--- config.mk ---
export PLATFORM = sky130hd
export DESIGN_NAME = serial_full_adder
export DESIGN_NICKNAME = d
export VERILOG_FILES = /design/src/rtl/serial_full_adder.sv
export SDC_FILE = /design/constraint.sdc
export NUM_CORES = 1
export LEC_CHECK = 0
export ABC_AREA = 1
export CELL_PAD_IN_SITES_DETAIL_PLACEMENT = 1
export CELL_PAD_IN_SITES_GLOBAL_PLACEMENT = 1
export CORE_MARGIN = 2
export CORE_UTILIZATION = 39
export DETAILED_ROUTE_END_ITERATION = 10
export PLACE_DENSITY = 0.85
export SLEW_MARGIN = 20
export SYNTH_ARGS = -nofsm -noshare
export SYNTH_HDL_FRONTEND = slang
export SYNTH_SLANG_ARGS = --single-unit
--- constraint.sdc ---
create_clock -name clk -period 3.6 [get_ports clk]
set_input_delay 0.72 -clock clk [delete_from_list [all_inputs] [get_ports clk]]
set_output_delay 0.72 -clock clk [all_outputs]
set_load 0.005 [all_outputs]
--- src/rtl/serial_full_adder.sv ---
// Digit-serial adder/subtractor: DIGIT full-adder cells per cycle, LSB digit first,
// with a registered carry and a start/ready/done handshake.
module serial_full_adder #(
    parameter int WIDTH = 8,
    parameter int DIGIT = 1
) (
    input  logic             clk,
    input  logic             rst,
    input  logic             start,
    input  logic             Sub,
    input  logic [WIDTH-1:0] A,
    input  logic [WIDTH-1:0] B,
    input  logic             Cin,
    output logic             ready,
    output logic             busy,
    output logic             done,
    output logic [WIDTH-1:0] Sum,
    output logic             Cout
);

    localparam int N  = WIDTH / DIGIT;
    localparam int CW = (N > 1) ? $clog2(N) : 1;

    generate
        if (WIDTH % DIGIT != 0) begin : g_bad_digit
            $error("serial_full_adder: DIGIT must divide WIDTH");
        end
    endgenerate

    typedef enum logic [1:0] {
        IDLE,
        RUN,
        DONE
    } state_t;

    state_t           state, state_next;
    logic [WIDTH-1:0] a_q, b_q, res_q, res_next;
    logic             carry_q, carry_d, c;
    logic [DIGIT-1:0] dsum;
    logic [CW-1:0]    count;
    logic             last;
    logic             accept;

    assign ready  = (state != RUN);
    assign busy   = (state == RUN);
    assign done   = (state == DONE);
    assign accept = start && (state != RUN);
    assign last   = (count == CW'(N - 1));

    // Ripple through the DIGIT cells of the current digit; b_q already holds B or ~B.
    always_comb begin
        dsum = '0;
        c    = carry_q;
        for (int unsigned i = 0; i < DIGIT; i++) begin
            dsum[i] = a_q[i] ^ b_q[i] ^ c;
            c       = (a_q[i] & b_q[i]) | (c & (a_q[i] ^ b_q[i]));
        end
        carry_d  = c;
        // New digit enters at the top; after N digits the first one sits at the LSB.
        res_next = (res_q >> DIGIT) | (WIDTH'(dsum) << (WIDTH - DIGIT));
    end

    always_comb begin
        state_next = state;
        case (state)
            IDLE, DONE: state_next = start ? RUN : IDLE;
            RUN:        state_next = last ? DONE : RUN;
            default:    state_next = IDLE;
        endcase
    end

    always_ff @(posedge clk) begin
        if (rst) begin
            state   <= IDLE;
            a_q     <= '0;
            b_q     <= '0;
            res_q   <= '0;
            carry_q <= 1'b0;
            count   <= '0;
            Sum     <= '0;
            Cout    <= 1'b0;
        end else begin
            state <= state_next;
            if (accept) begin
                a_q     <= A;
                b_q     <= Sub ? ~B : B;
                carry_q <= Sub ^ Cin;
                count   <= '0;
            end else if (state == RUN) begin
                a_q     <= a_q >> DIGIT;
                b_q     <= b_q >> DIGIT;
                res_q   <= res_next;
                carry_q <= carry_d;
                count   <= count + CW'(1);
                if (last) begin
                    Sum  <= res_next;
                    Cout <= carry_d;
                end
            end
        end
    end

endmodule

==> results.cfg <==
[run_status]
outcome = complete, no violations

[yosys]
synth_seq_cells = 38
synth_top_area_cell = dfxtp_1
synth_top_family_by_area = simple AND/OR/NAND/NOR gates
synth_compound_area_share_pct = 6.30
yosys_warnings = 0
async_flop_share_pct = 0
synth-edff-count = 0
avgSynthCellArea_um2 = 7.34
synth_xor_area_share_pct = 5.19
synthSimpleGateAreaFrac_pct = 32.2
yosysMostFrequentCell = nand2_1
synth_area_leaders = dfxtp_1 (45%), nand3_1 (12%), nand2_1 (11%)
synth_fa_ha_area_share_pct = 2.67
synth_ff_type = dfxtp_1
synth.top_cell.area_share_pct = 45.0
syn-num-nets = 254
synth_cell_types = 19
synth.area.mux_share_pct = 0
syn_area_mm2 = 0.00169
ys_seq_area_share_pct = 45.0
synth_cells = 230
synth_common_cells = nand2_1 (49), nand3_1 (39), dfxtp_1 (38)

[global_routing]
grt-ovfl-total = 0
grt_max_degree = 37
grt_pass1_vias = 1537
antenna_found_initial = 0
track_usage_pct = 17.1
grt_pass1_wl_mm = 6.76

[clocking]
clk_path_buf_depth = 2
post_cts_buffers = 0
numCtsBuffers = 5
ctsHoldBuffers = 0
clk_pin_slew_ps = 80
cts_tree = yes
cts.repair.resized = 0
cts_num_sinks = 38
clock_latency_ps = 290
cts-root-buf = clkbuf_8
ctsHtreeMaxLevel = 2

[route]
vias = 1539
vias_per_cell = 5.00
drtIter0Drc = 69
postRouteAntennaNets = 0
drc = 0
dr.pass1.iters = 4
postRouteWirelength_mm = 3.85
wire_per_inst_um = 12.5

[critical_path]
worstPathRequired_ps = 2880
reg2regPathDepth = 6
end_kind = output pin
reg2reg_from = state[1]
rr_endpoint = b_q[7]
cp.arrival_ps = 1850
crit_fanout = 36
cp-start-kind = flip-flop
critPathKind = flip-flop to output pin
r2r_slack_ps = 1980
critPathLaunch = state[1]

[hold_path]
worstHoldStart = Sum[5]
hold-path-cell-count = 2
hp-class = flip-flop to flip-flop
holdPathEnd = Sum[5]

[power]
power.share.clock_pct = 37.2
netSwitchingPower_uw = 231
p_leak_uw = 0.000925
p_sw_share_pct = 25.1
total_power_uw = 921
intPower_uw = 690
combinationalPowerShare_pct = 13.3
seq_power_share_pct = 49.4
powerDensity_mw_per_mm2 = 436
vdd_drop_max_mv = 0.186

[final_layout]
diodes = 0
fin_util_pct = 51.7
nets = 281
area_growth_pct = 25.0
final_area_mm2 = 0.00211
drive_above_1_share_pct = 5.81
fillers = 528

[floorplanning]
row_count = 23
pin_count = 33
core_region_area_mm2 = 0.00409
die_w_um = 69.8
dieArea_mm2 = 0.00487
initial_core_util_pct = 41.3
die_y_um = 69.8

[placement]
gp_congestion = 0.677
placed_cell_area_mm2 = 0.00200
dp_hpwl_mm = 2.66
port_buffers = 32

[timing]
fin_skew_ps = 7.27
fin_crit_ps = 2570
final.setup.tns_ps = 0
worstMarginPinSlew_ps = 623
relSlewSlack_pct = 58.3
setup_viol = 0
fmax_mhz = 390
min_period_over_period_pct = 71.3
rsz0062_at_grt = no
finalHoldViolCount = 0
slew_violations = 0

[flow_run]
drv_cap = 0
critical path, cell delays in order (launching register included):
cell	delay, ps
dfxtp_1	380
inv_1	80
nand2_2	470
clkdlybuf4s50_1	630
how the worst max path moves through the flow:
stage	endpoint	slack, ps
global route	ready	900
CTS	ready	1010
global placement	Sum[7]	1310
detailed placement	Sum[7]	1260
finish	ready	1030
floorplan	b_q[5]	2150
area by class of cell:
| type | instances | area (um2) | area share, % |
|---|---|---|---|
| multi-input cells | 162 | 783 | 37.1 |
| flip-flops and latches | 38 | 761 | 36.0 |
| repair buffers | 34 | 335 | 15.9 |
| clock buffers | 8 | 110 | 5.21 |
| well taps | 50 | 62.6 | 2.96 |
| inverters | 16 | 60.1 | 2.84 |
sequential cells by signal (all words and copies together) (netlist names):
name / count
res_q: 7
state: 2
Sum: 8
Cout: 1
a_q: 8
b_q: 8
count: 3
carry_q: 1
power groups by stage:
stage | combinational [uW] | sequential [uW] | clock [uW]
floorplan | 86.4 | 462 | 0
global placement | 120 | 464 | 0
detailed placement | 124 | 465 | 0
CTS | 126 | 456 | 347
global route | 141 | 458 | 364
finish | 123 | 455 | 343
cells by family after synthesis:
logic type	count (synthesis)
buffers and inverters	30
adders and majority gates	3
xor gates and xnor gates	10
DFF	38
AOI/OAI and AO/OA	21
and+or+nand+nor	128
metrics by stage:
step | setup WS (ps) | hold slack [ps] | std cells
final | 1030 | 467 | 308
after global routing | 901 | 498 | 308
after CTS | 1010 | 467 | 308
after detailed placement | 1260 | 456 | 300
after global placement | 1310 | 448 | 300
after floorplan | 2150 | 435 | 230
cell usage in the layout, fill, tap and decap left out, types with 3 or more instances in the layout:
cell type        count
nand2_1             49
xnor2_1              8
nand2_2              3
inv_1               15
clkdlybuf4s50_1     32
nor2_1              36
nand3_1             39
dfxtp_1             38
a21oi_1             11
o21ai_0              9
clkbuf_8             8
per-layer routing:
| metal | track usage [%] | wire length [um] | vias up |
|---|---|---|---|
| met5 | 0 | 0 | - |
| met4 | 7.05 | 66 | 0 |
| met3 | 3.05 | 127 | 8 |
| met2 | 29.9 | 1920 | 29 |
| met1 | 20.6 | 1740 | 722 |
| li1 | - | - | 780 |
No activity file was read; power rests on OpenSTA's default activity.
